===== src/rtl/cjb_stack_arb_v_if.sv =====
// Bundle of requester, stack and status signals for the two-requester stack arbiter.
// master is the surrounding environment, slave is the arbiter itself.
interface cjb_stack_arb_v_if;
    logic       req0_push, req0_pop;
    logic [7:0] req0_din;
    logic       req1_push, req1_pop;
    logic [7:0] req1_din;
    logic       gnt0, gnt1;
    logic       flush, err_clr;
    logic       stk_push, stk_pop, stk_clr;
    logic [7:0] stk_din, stk_dout;
    logic [7:0] rd_data;
    logic       rd_valid, rd_id;
    logic [2:0] count;
    logic       full, empty;
    logic       ovf_err, unf_err;

    modport master (
        output req0_push, req0_pop, req0_din, req1_push, req1_pop, req1_din,
               flush, err_clr, stk_dout,
        input  gnt0, gnt1, stk_push, stk_pop, stk_clr, stk_din,
               rd_data, rd_valid, rd_id, count, full, empty, ovf_err, unf_err
    );

    modport slave (
        input  req0_push, req0_pop, req0_din, req1_push, req1_pop, req1_din,
               flush, err_clr, stk_dout,
        output gnt0, gnt1, stk_push, stk_pop, stk_clr, stk_din,
               rd_data, rd_valid, rd_id, count, full, empty, ovf_err, unf_err
    );
endinterface


===== src/rtl/cjb_stack_arb_v.sv =====
// Round-robin arbiter sharing one external 8-bit stack between two requesters,
// tracking occupancy and sticky overflow/underflow errors.
module cjb_stack_arb_v #(
    parameter int DEPTH = 4
) (
    input logic               Clock,
    input logic               Reset,
    cjb_stack_arb_v_if.slave  bus
);
    typedef enum logic {INIT, RUN} state_t;

    localparam logic [2:0] DEPTH_C = 3'(DEPTH);

    state_t     state;
    logic [2:0] cnt;
    logic       last;
    logic       ovf, unf;
    logic       pend, pend_id;

    logic       e0, e1, g0, g1, g_any;
    logic       gpush, gpop;
    logic [7:0] gdin;
    logic       do_push, do_pop, is_full, is_empty;

    always_comb begin
        e0 = bus.req0_push | bus.req0_pop;
        e1 = bus.req1_push | bus.req1_pop;
        g0 = 1'b0;
        g1 = 1'b0;
        if (state == RUN && !bus.flush) begin
            if (e0 && e1) begin
                g0 = last;
                g1 = ~last;
            end else begin
                g0 = e0;
                g1 = e1;
            end
        end
        g_any = g0 | g1;
        // push dominates pop when a requester asserts both
        gpush = g0 ? bus.req0_push : bus.req1_push;
        gpop  = g0 ? (bus.req0_pop & ~bus.req0_push) : (bus.req1_pop & ~bus.req1_push);
        gdin  = g0 ? bus.req0_din : bus.req1_din;
        is_full  = (cnt == DEPTH_C);
        is_empty = (cnt == 3'd0);
        do_push = g_any & gpush & ~is_full;
        do_pop  = g_any & gpop & ~is_empty;
    end

    assign bus.gnt0     = g0;
    assign bus.gnt1     = g1;
    assign bus.stk_push = do_push;
    assign bus.stk_pop  = do_pop;
    assign bus.stk_din  = do_push ? gdin : 8'h00;
    assign bus.stk_clr  = (state == INIT) | bus.flush;
    assign bus.rd_valid = pend;
    assign bus.rd_data  = pend ? bus.stk_dout : 8'h00;
    assign bus.rd_id    = pend_id;
    assign bus.count    = cnt;
    assign bus.full     = is_full;
    assign bus.empty    = is_empty;
    assign bus.ovf_err  = ovf;
    assign bus.unf_err  = unf;

    always_ff @(posedge Clock or negedge Reset) begin
        if (!Reset) begin
            state   <= INIT;
            cnt     <= 3'd0;
            last    <= 1'b1;
            ovf     <= 1'b0;
            unf     <= 1'b0;
            pend    <= 1'b0;
            pend_id <= 1'b0;
        end else begin
            pend <= do_pop;
            if (do_pop) pend_id <= g1;
            // a new error in the same cycle as err_clr keeps the flag set
            ovf <= (ovf & ~bus.err_clr) | (g_any & gpush & is_full);
            unf <= (unf & ~bus.err_clr) | (g_any & gpop & is_empty);
            case (state)
                INIT: begin
                    state <= RUN;
                    cnt   <= 3'd0;
                end
                RUN: begin
                    if (bus.flush)    cnt <= 3'd0;
                    else if (do_push) cnt <= cnt + 3'd1;
                    else if (do_pop)  cnt <= cnt - 3'd1;
                    if (g_any) last <= g1;
                end
                default: state <= INIT;
            endcase
        end
    end
endmodule


===== src/flat_wrapper.sv =====
// flat-port wrapper written by rule: the top's interface ports become plain ports
module cjb_stack_arb_v_flat 
#(
    parameter int DEPTH = 4
)
  (Clock, Reset, bus_req0_push, bus_req0_pop, bus_req0_din, bus_req1_push, bus_req1_pop, bus_req1_din, bus_flush, bus_err_clr, bus_stk_dout, bus_gnt0, bus_gnt1, bus_stk_push, bus_stk_pop, bus_stk_clr, bus_stk_din, bus_rd_data, bus_rd_valid, bus_rd_id, bus_count, bus_full, bus_empty, bus_ovf_err, bus_unf_err);
  cjb_stack_arb_v_if bus_i ();
  input logic Clock;
  input logic Reset;
  input wire logic [$bits(bus_i.req0_push)-1:0] bus_req0_push;
  input wire logic [$bits(bus_i.req0_pop)-1:0] bus_req0_pop;
  input wire logic [$bits(bus_i.req0_din)-1:0] bus_req0_din;
  input wire logic [$bits(bus_i.req1_push)-1:0] bus_req1_push;
  input wire logic [$bits(bus_i.req1_pop)-1:0] bus_req1_pop;
  input wire logic [$bits(bus_i.req1_din)-1:0] bus_req1_din;
  input wire logic [$bits(bus_i.flush)-1:0] bus_flush;
  input wire logic [$bits(bus_i.err_clr)-1:0] bus_err_clr;
  input wire logic [$bits(bus_i.stk_dout)-1:0] bus_stk_dout;
  output wire logic [$bits(bus_i.gnt0)-1:0] bus_gnt0;
  output wire logic [$bits(bus_i.gnt1)-1:0] bus_gnt1;
  output wire logic [$bits(bus_i.stk_push)-1:0] bus_stk_push;
  output wire logic [$bits(bus_i.stk_pop)-1:0] bus_stk_pop;
  output wire logic [$bits(bus_i.stk_clr)-1:0] bus_stk_clr;
  output wire logic [$bits(bus_i.stk_din)-1:0] bus_stk_din;
  output wire logic [$bits(bus_i.rd_data)-1:0] bus_rd_data;
  output wire logic [$bits(bus_i.rd_valid)-1:0] bus_rd_valid;
  output wire logic [$bits(bus_i.rd_id)-1:0] bus_rd_id;
  output wire logic [$bits(bus_i.count)-1:0] bus_count;
  output wire logic [$bits(bus_i.full)-1:0] bus_full;
  output wire logic [$bits(bus_i.empty)-1:0] bus_empty;
  output wire logic [$bits(bus_i.ovf_err)-1:0] bus_ovf_err;
  output wire logic [$bits(bus_i.unf_err)-1:0] bus_unf_err;
  assign bus_i.req0_push = bus_req0_push;
  assign bus_i.req0_pop = bus_req0_pop;
  assign bus_i.req0_din = bus_req0_din;
  assign bus_i.req1_push = bus_req1_push;
  assign bus_i.req1_pop = bus_req1_pop;
  assign bus_i.req1_din = bus_req1_din;
  assign bus_i.flush = bus_flush;
  assign bus_i.err_clr = bus_err_clr;
  assign bus_i.stk_dout = bus_stk_dout;
  assign bus_gnt0 = bus_i.gnt0;
  assign bus_gnt1 = bus_i.gnt1;
  assign bus_stk_push = bus_i.stk_push;
  assign bus_stk_pop = bus_i.stk_pop;
  assign bus_stk_clr = bus_i.stk_clr;
  assign bus_stk_din = bus_i.stk_din;
  assign bus_rd_data = bus_i.rd_data;
  assign bus_rd_valid = bus_i.rd_valid;
  assign bus_rd_id = bus_i.rd_id;
  assign bus_count = bus_i.count;
  assign bus_full = bus_i.full;
  assign bus_empty = bus_i.empty;
  assign bus_ovf_err = bus_i.ovf_err;
  assign bus_unf_err = bus_i.unf_err;
  cjb_stack_arb_v #(.DEPTH(DEPTH)) u_core (.Clock(Clock), .Reset(Reset), .bus(bus_i));
endmodule

===== config.mk =====
export PLATFORM = sky130hd
export DESIGN_NAME = cjb_stack_arb_v_flat
export DESIGN_NICKNAME = d
export VERILOG_FILES = /design/src/rtl/cjb_stack_arb_v_if.sv /design/src/rtl/cjb_stack_arb_v.sv /design/src/flat_wrapper.sv
export SDC_FILE = /design/constraint.sdc
export NUM_CORES = 1
export LEC_CHECK = 0
export BUFFER_PORTS_ARGS = -buffer_cell sky130_fd_sc_hd__buf_2
export CORE_MARGIN = 2
export CORE_UTILIZATION = 33
export DETAILED_ROUTE_END_ITERATION = 8
export PLACE_DENSITY = 0.85
export SLEW_MARGIN = 0
export SYNTH_ARGS = -nofsm -noshare
export SYNTH_HDL_FRONTEND = slang
export SYNTH_SLANG_ARGS = --single-unit

===== constraint.sdc =====
create_clock -name Clock -period 1.95 [get_ports Clock]
set_input_delay 0.0975 -clock Clock [delete_from_list [all_inputs] [get_ports Clock]]
set_output_delay 0.0975 -clock Clock [all_outputs]
set_load 0.05 [all_outputs]

Word-level counts from Yosys, hierarchy flattened
Cells that the tools add are included.
{"block": "totals", "elab_cells": 52, "ff_bits": 9, "output_inout_bits": 30, "inputBits": 32}
{"block": "op_classes", "n_bitwise": 23, "reduce_logical": 5, "n_addsub": 2, "mux": 13, "n_eq_ne": 2}
{"operator": "8-bit two-way mux", "count": 3}
{"operator": "1-bit AND", "count": 10}
{"operator": "3-bit two-way mux", "count": 3}
{"operator": "1-bit inverter", "count": 7}
{"operator": "1-bit two-way mux", "count": 6}
{"operator": "1-bit bitwise OR", "count": 6}
{"operator": "3-bit case mux with 2 select lines", "count": 1}
{"operator": "4-bit inequality test (second input constant)", "count": 1}
{"operator": "3-bit by 1-bit adder with 3-bit output (second input constant)", "count": 1}
{"operator": "3-bit == test (second input constant)", "count": 1}
{"operator": "3-bit logical NOT", "count": 1}
{"operator": "3-bit by 1-bit subtractor with 3-bit output (second input constant)", "count": 1}
{"operator": "1-bit logical AND", "count": 2}
{"operator": "2-bit AND reduction", "count": 1}
{"operator": "1-bit logical NOT", "count": 1}

Depth between registers and ports, before layout
{"block": "logic_depth", "ltp_word": 11, "depth_mapped": 9, "ltp_nobuf": 8}

Worst setup path after synthesis
Ideal clock, no wire load.
{"block": "synth_path", "path_kind": "register -> register", "startpoint": "register u_core.cnt[0], in the netlist u_core.bus.count[0]", "endpoint": "register u_core.cnt[2], in the netlist u_core.bus.count[2]", "n_path_buf": 1, "path_slack_ns": -0.783, "required_ns": 1.868, "stages_incl_launch_ff": 10, "arrival_time_ns": 2.651, "setup_time_ns": 0.082, "cell_sequence": "dfrtp_1 -> nor2_1 -> and2_4 -> or4_4 -> buf_6 -> inv_2 -> fa_1 -> o21ai_0 -> or3_1 -> a31oi_1"}
{"block": "synth_between", "elab_chain_len": 6}
{"element": "start, declared", "line": "cjb_stack_arb_v.sv:15", "text": "logic [2:0] cnt;"}
{"element": "start signal, assigned", "line": "cjb_stack_arb_v.sv:87", "text": "else if (do_push) cnt <= cnt + 3'd1;"}
{"element": "start signal, assigned", "line": "cjb_stack_arb_v.sv:88", "text": "else if (do_pop) cnt <= cnt - 3'd1;"}
{"element": "3-bit == test *", "line": "cjb_stack_arb_v.sv:44", "text": "is_full = (cnt == DEPTH_C);"}
{"element": "named net bus_full", "line": "flat_wrapper.sv:29", "text": "output wire logic [$bits(bus_i.full)-1:0] bus_full;"}
{"element": "1-bit inverter *", "line": "cjb_stack_arb_v.sv:46", "text": "do_push = g_any & gpush & ~is_full;"}
{"element": "1-bit AND *", "line": "cjb_stack_arb_v.sv:46"}
{"element": "named net bus_stk_push", "line": "flat_wrapper.sv:21", "text": "output wire logic [$bits(bus_i.stk_push)-1:0] bus_stk_push;"}
{"element": "3-bit two-way mux", "line": "cjb_stack_arb_v.sv:87"}
{"element": "3-bit two-way mux", "line": "cjb_stack_arb_v.sv:86", "text": "if (bus.flush) cnt <= 3'd0;"}
{"element": "3-bit case mux with 2 select lines", "line": "cjb_stack_arb_v.sv:80", "text": "case (state)"}
Mark *: on every way through the listed nets, which the timed path passes. The rest lies on a longest branch. The select of a mux whose other input is x is not followed.
A chain may end at the register's enable or synchronous reset.

Worst setup path after layout
{"block": "layout_path", "startpoint": "register u_core.last", "endpoint": "register u_core.cnt[2], in the netlist u_core.bus.count[2]"}
{"block": "layout_between", "elab_chain_len": 9}
{"element": "start, declared", "line": "cjb_stack_arb_v.sv:16", "text": "logic last;"}
{"element": "start signal, assigned", "line": "cjb_stack_arb_v.sv:89", "text": "if (g_any) last <= g1;"}
{"element": "1-bit inverter", "line": "cjb_stack_arb_v.sv:33", "text": "g1 = ~last;"}
{"element": "1-bit two-way mux", "line": "cjb_stack_arb_v.sv:31", "text": "if (e0 && e1) begin"}
{"element": "1-bit two-way mux", "line": "cjb_stack_arb_v.sv:30", "text": "if (state == RUN && !bus.flush) begin"}
{"element": "1-bit bitwise OR", "line": "cjb_stack_arb_v.sv:39", "text": "g_any = g0 | g1;"}
{"element": "1-bit AND (2 in a row)", "line": "cjb_stack_arb_v.sv:46"}
{"element": "3-bit two-way mux", "line": "cjb_stack_arb_v.sv:87"}
{"element": "3-bit two-way mux", "line": "cjb_stack_arb_v.sv:86"}
{"element": "3-bit case mux with 2 select lines", "line": "cjb_stack_arb_v.sv:80"}
Parallel ways exist; a longest one is shown, timed or not.

==> report_table.html <==
<table>
<tr><th>Metric</th><th>Value</th></tr>
<tr><th colspan="2">Pwr</th></tr>
<tr><td>Power density cells</td><td>688 nW/µm²</td></tr>
<tr><td>Maximum vdd ir drop</td><td>between 0.5 and 0.6 mV</td></tr>
<tr><td>Static leakage</td><td>0.000715 µW</td></tr>
<tr><th colspan="2">STA</th></tr>
<tr><td>Final slew viol count</td><td>0</td></tr>
<tr><td>Fin crit period</td><td>between 2 and 2.5 ns</td></tr>
<tr><td>Final Worst Setup Slack</td><td>-0.142 ns</td></tr>
<tr><td>Setup TNS</td><td>-0.914 ns</td></tr>
<tr><td>Final Hold Vio Count</td><td>0</td></tr>
<tr><td>Worst setup skew after layout</td><td>0.000842 ns</td></tr>
<tr><td>Max frequency</td><td>around 480 MHz</td></tr>
<tr><td>Setup repair after global routing missed its margin</td><td>true</td></tr>
<tr><td>Final worst path period share</td><td>1.07</td></tr>
<tr><td>Number of failing setup endpoints in the final timing report</td><td>9</td></tr>
<tr><th colspan="2">Worst setup path</th></tr>
<tr><td>Flop-to-flop setup slack</td><td>-0.14 ns</td></tr>
<tr><td>CP Launch Type</td><td>flop</td></tr>
<tr><td>Worst setup path category</td><td>flop to flop</td></tr>
<tr><td>Launching element of the worst setup path</td><td>u_core.last</td></tr>
<tr><td>Critical path data required time</td><td>2.12 ns</td></tr>
<tr><td>Worst reg-to-reg path cell count</td><td>8</td></tr>
<tr><td>Critical Path Sink Type</td><td>flop</td></tr>
<tr><td>Critical Path Fanout Max</td><td>3</td></tr>
<tr><td>Reg2Reg Capture Point</td><td>u_core.bus.count[2]</td></tr>
<tr><td>Arrival time reported for the critical path endpoint</td><td>roughly 2.3 ns</td></tr>
<tr><td>Startpoint of the worst register-to-register path</td><td>u_core.last</td></tr>
<tr><td>End point of the critical path</td><td>u_core.bus.count[2]</td></tr>
<tr><th colspan="2">GRT</th></tr>
<tr><td>Via count of the first global-routing pass</td><td>about 840</td></tr>
<tr><td>Layer with the highest usage</td><td>met2</td></tr>
<tr><td>Antenna violations before repair</td><td>0</td></tr>
<tr><td>Met2 track utilization from global routing</td><td>0.340</td></tr>
<tr><td>Fraction of met3 tracks used by global routing</td><td>0.0636</td></tr>
<tr><td>Global route total overflow</td><td>0</td></tr>
<tr><td>First-pass GRT wire length</td><td>3480 µm</td></tr>
<tr><td>Met1 usage in global routing</td><td>0.184</td></tr>
<tr><td>Overall fraction of global-route tracks in use</td><td>0.181</td></tr>
<tr><td>Maximum number of pins on one net before global-route repair</td><td>10</td></tr>
<tr><th colspan="2">Job</th></tr>
<tr><td>Maxcap violations</td><td>0</td></tr>
<tr><th colspan="2">Yosys</th></tr>
<tr><td>Mapped Nets</td><td>~120</td></tr>
<tr><td>Yosys warning count</td><td>0</td></tr>
<tr><td>Number of synthesized register bits</td><td>9</td></tr>
<tr><td>Cells after synthesis</td><td>83</td></tr>
<tr><td>Synthesized area</td><td>~700 µm²</td></tr>
<tr><td>Per-instance average area after synthesis</td><td>8.46 µm²</td></tr>
<tr><td>Distinct cell type count after synthesis</td><td>32</td></tr>
<tr><td>Ys async rst share</td><td>1.00</td></tr>
<tr><td>Prevailing post-synth register cell</td><td>sky130_fd_sc_hd__dfrtp_1</td></tr>
<tr><td>Count of flip-flops with a built-in enable after synthesis</td><td>0</td></tr>
<tr><td>Post-synthesis sequential area ratio</td><td>0.323</td></tr>
<tr><th colspan="2">Place</th></tr>
<tr><td>Number of buffers inserted by port buffering</td><td>61</td></tr>
<tr><td>Placer's final routability congestion estimate</td><td>0.813</td></tr>
<tr><td>Post-detail-place hpwl</td><td>1810 µm</td></tr>
<tr><td>Cell count after placement</td><td>between 150 and 200</td></tr>
<tr><th colspan="2">Clocking</th></tr>
<tr><td>Count of H-tree levels built during CTS</td><td>1</td></tr>
<tr><td>Clock-pin slew on the worst setup and hold paths</td><td>roughly 0.060 ns</td></tr>
<tr><td>Largest buffer count on any clock path</td><td>2</td></tr>
<tr><td>Clk root buf</td><td>sky130_fd_sc_hd__clkbuf_4</td></tr>
<tr><td>Source-to-sink clock delay at the later pin of the worst-skew pair</td><td>around 0.26 ns</td></tr>
<tr><td>Clock tree from TritonCTS</td><td>built</td></tr>
<tr><td>Clock sink total</td><td>9</td></tr>
<tr><td>Clock buffers created by TritonCTS</td><td>3</td></tr>
<tr><th colspan="2">Finish</th></tr>
<tr><td>Total area of multi-input combinational cells</td><td>460 µm²</td></tr>
<tr><td>Most common cell after layout, fill and taps aside</td><td>sky130_fd_sc_hd__buf_2</td></tr>
<tr><td>Register area</td><td>around 230 µm²</td></tr>
<tr><td>Count of placed standard cells in the final layout, fillers left out</td><td>about 190</td></tr>
<tr><td>Number of filler cells placed in the layout</td><td>approximately 170</td></tr>
<tr><td>Synth-to-Final Area Change</td><td>78.8%</td></tr>
<tr><td>Share of layout cells above drive strength 1</td><td>0.633</td></tr>
<tr><td>Number of antenna cells inserted</td><td>0</td></tr>
<tr><td>Final nets</td><td>between 150 and 200</td></tr>
<tr><td>Core occupancy in the finished layout</td><td>0.633</td></tr>
<tr><td>Most used cells in the layout excluding fill and tap cells</td><td>52 x sky130_fd_sc_hd__buf_2, 10 x sky130_fd_sc_hd__mux2i_1, 10 x sky130_fd_sc_hd__buf_6, 10 x sky130_fd_sc_hd__buf_4</td></tr>
<tr><th colspan="2">Drt</th></tr>
<tr><td>Average via count per standard cell</td><td>4.79</td></tr>
<tr><td>Total vias in the final route</td><td>~890</td></tr>
<tr><td>Number of design rule violations left after detail routing</td><td>0</td></tr>
<tr><td>Number of violations reported at the end of detailed-routing iteration 0</td><td>21</td></tr>
<tr><td>Wirelength per Cell</td><td>roughly 13 µm</td></tr>
<tr><td>Routed wire length</td><td>approximately 2400 µm</td></tr>
<tr><td>Post-route antenna net violation count</td><td>0</td></tr>
<tr><td>Initial DRT Pass Iterations</td><td>4</td></tr>
<tr><th colspan="2">Outcome</th></tr>
<tr><td>Violated checks</td><td>negative setup slack</td></tr>
<tr><td>Run status</td><td>complete, but fails checks</td></tr>
<tr><th colspan="2">Floorplanning</th></tr>
<tr><td>Number of placed I/O pins</td><td>62</td></tr>
<tr><td>Die area</td><td>around 2500 µm²</td></tr>
<tr><td>Standard cell core area</td><td>just under 2000 µm²</td></tr>
<tr><td>Vertical extent of the die</td><td>50.1 µm</td></tr>
<tr><td>Standard-cell rows</td><td>16</td></tr>
<tr><td>Horizontal die dimension</td><td>50.1 µm</td></tr>
<tr><td>Initial cell density of the core</td><td>0.354</td></tr>
<tr><th colspan="2">Min path</th></tr>
<tr><td>HP Class</td><td>input pin to flop</td></tr>
</table>
-- how the worst min path moves through the flow --
stage                     start  slack, ns  depth (start not counted)                   to
floorplan                 Reset      -0.20                          0  u_core.bus.count[0]
detailed placement        Reset      -0.04                          1  u_core.bus.rd_valid
finish              bus_err_clr       0.03                          2   u_core.bus.ovf_err
global placement          Reset      -0.04                          1  u_core.bus.rd_valid
global route        bus_err_clr       0.03                          2   u_core.bus.ovf_err
CTS                 bus_err_clr       0.03                          2   u_core.bus.ovf_err
-- cell families (layout without fill, tap and decap cells) --
| kind of cell | count (synthesis) | after routing | synth area share |
|---|---|---|---|
| other | 1 | 1 | 0.00534 |
| adder cells (fa/ha/maj) | 1 | 1 | 0.0285 |
| AND/OR/NAND/NOR | 36 | 36 | 0.287 |
| AO/OA/AOI/OAI | 14 | 14 | 0.128 |
| flip-flops | 9 | 9 | 0.323 |
| buffers and inverters | 11 | 86 | 0.0695 |
| multiplexers | 11 | 11 | 0.159 |
-- stage by stage --
step | instance area [µm²] | worst slack [ns] | hold slack, ns | power (µW)
2_1_floorplan | 732 | -0.350 | -0.198 | 546
3_3_place_gp | 1130 | -0.160 | -0.0412 | 671
3_5_place_dp | 1130 | -0.240 | -0.0426 | 686
4_1_cts | 1210 | -0.126 | 0.0341 | 847
5_1_grt | 1250 | -0.221 | 0.0296 | 907
6_report | 1250 | -0.142 | 0.0331 | 863
-- Yosys cell counts (2+ instances only) --
master	n	share of area
sky130_fd_sc_hd__nor2_1	13	0.070
sky130_fd_sc_hd__or3_1	2	0.018
sky130_fd_sc_hd__inv_2	3	0.016
sky130_fd_sc_hd__and2_1	8	0.071
sky130_fd_sc_hd__dfrtp_1	8	0.29
sky130_fd_sc_hd__inv_1	6	0.032
sky130_fd_sc_hd__mux2i_1	10	0.14
sky130_fd_sc_hd__o22ai_1	2	0.018
sky130_fd_sc_hd__nand2_1	5	0.027
sky130_fd_sc_hd__o21ai_0	3	0.021
sky130_fd_sc_hd__a21oi_1	2	0.014
-- worst max-delay path, cell delays in order (launching register included) --
cell and delay (ns):
sky130_fd_sc_hd__dfstp_2 0.54, sky130_fd_sc_hd__nand2b_4 0.13, sky130_fd_sc_hd__a21oi_2 0.05, sky130_fd_sc_hd__or4_4 0.48, sky130_fd_sc_hd__inv_12 0.08, sky130_fd_sc_hd__fa_2 0.21
sky130_fd_sc_hd__o21ai_2 0.06, sky130_fd_sc_hd__or3_1 0.31, sky130_fd_sc_hd__a31oi_1 0.14
-- where the power goes --
part | internal [µW] | switching [µW]
sequential | 217 | 15.2
combinational | 172 | 317
clock | 78.7 | 62.8
total | 468 | 395
-- layer usage --
layer  vias to the layer above  wire (µm)
li1                        425          -
met1                       404        865
met2                        47       1300
met3                        10        200
met4                         0         59
met5                         -          0
-- sequential cells by signal, summed over array words and instances, names as in the netlist --
name / count
u_core.state: 1
u_core.bus.ovf_err: 1
u_core.last: 1
u_core.bus.rd_id: 1
u_core.bus.unf_err: 1
u_core.bus.count: 3
u_core.bus.rd_valid: 1
-- layout make-up --
cell class                 count  area share
clock buffer                   4      0.0209
inverter                       9      0.0369
multi-input combinational     63       0.367
sequential                     9       0.183
tap                           27      0.0269
timing repair buffer          73       0.365
-- timing repair --
| item | CTS | global route |
|---|---|---|
| endpoints found under the setup margin | 11 | 11 |
| buffers inserted | 0 | 1 |
| hold buffers | 1 | 0 |
| gates resized for setup | 17 | 11 |
| pin swaps | 1 | 0 |
| hold endpoints to repair | 9 | 0 |
Power figures use the tool's default switching activity.
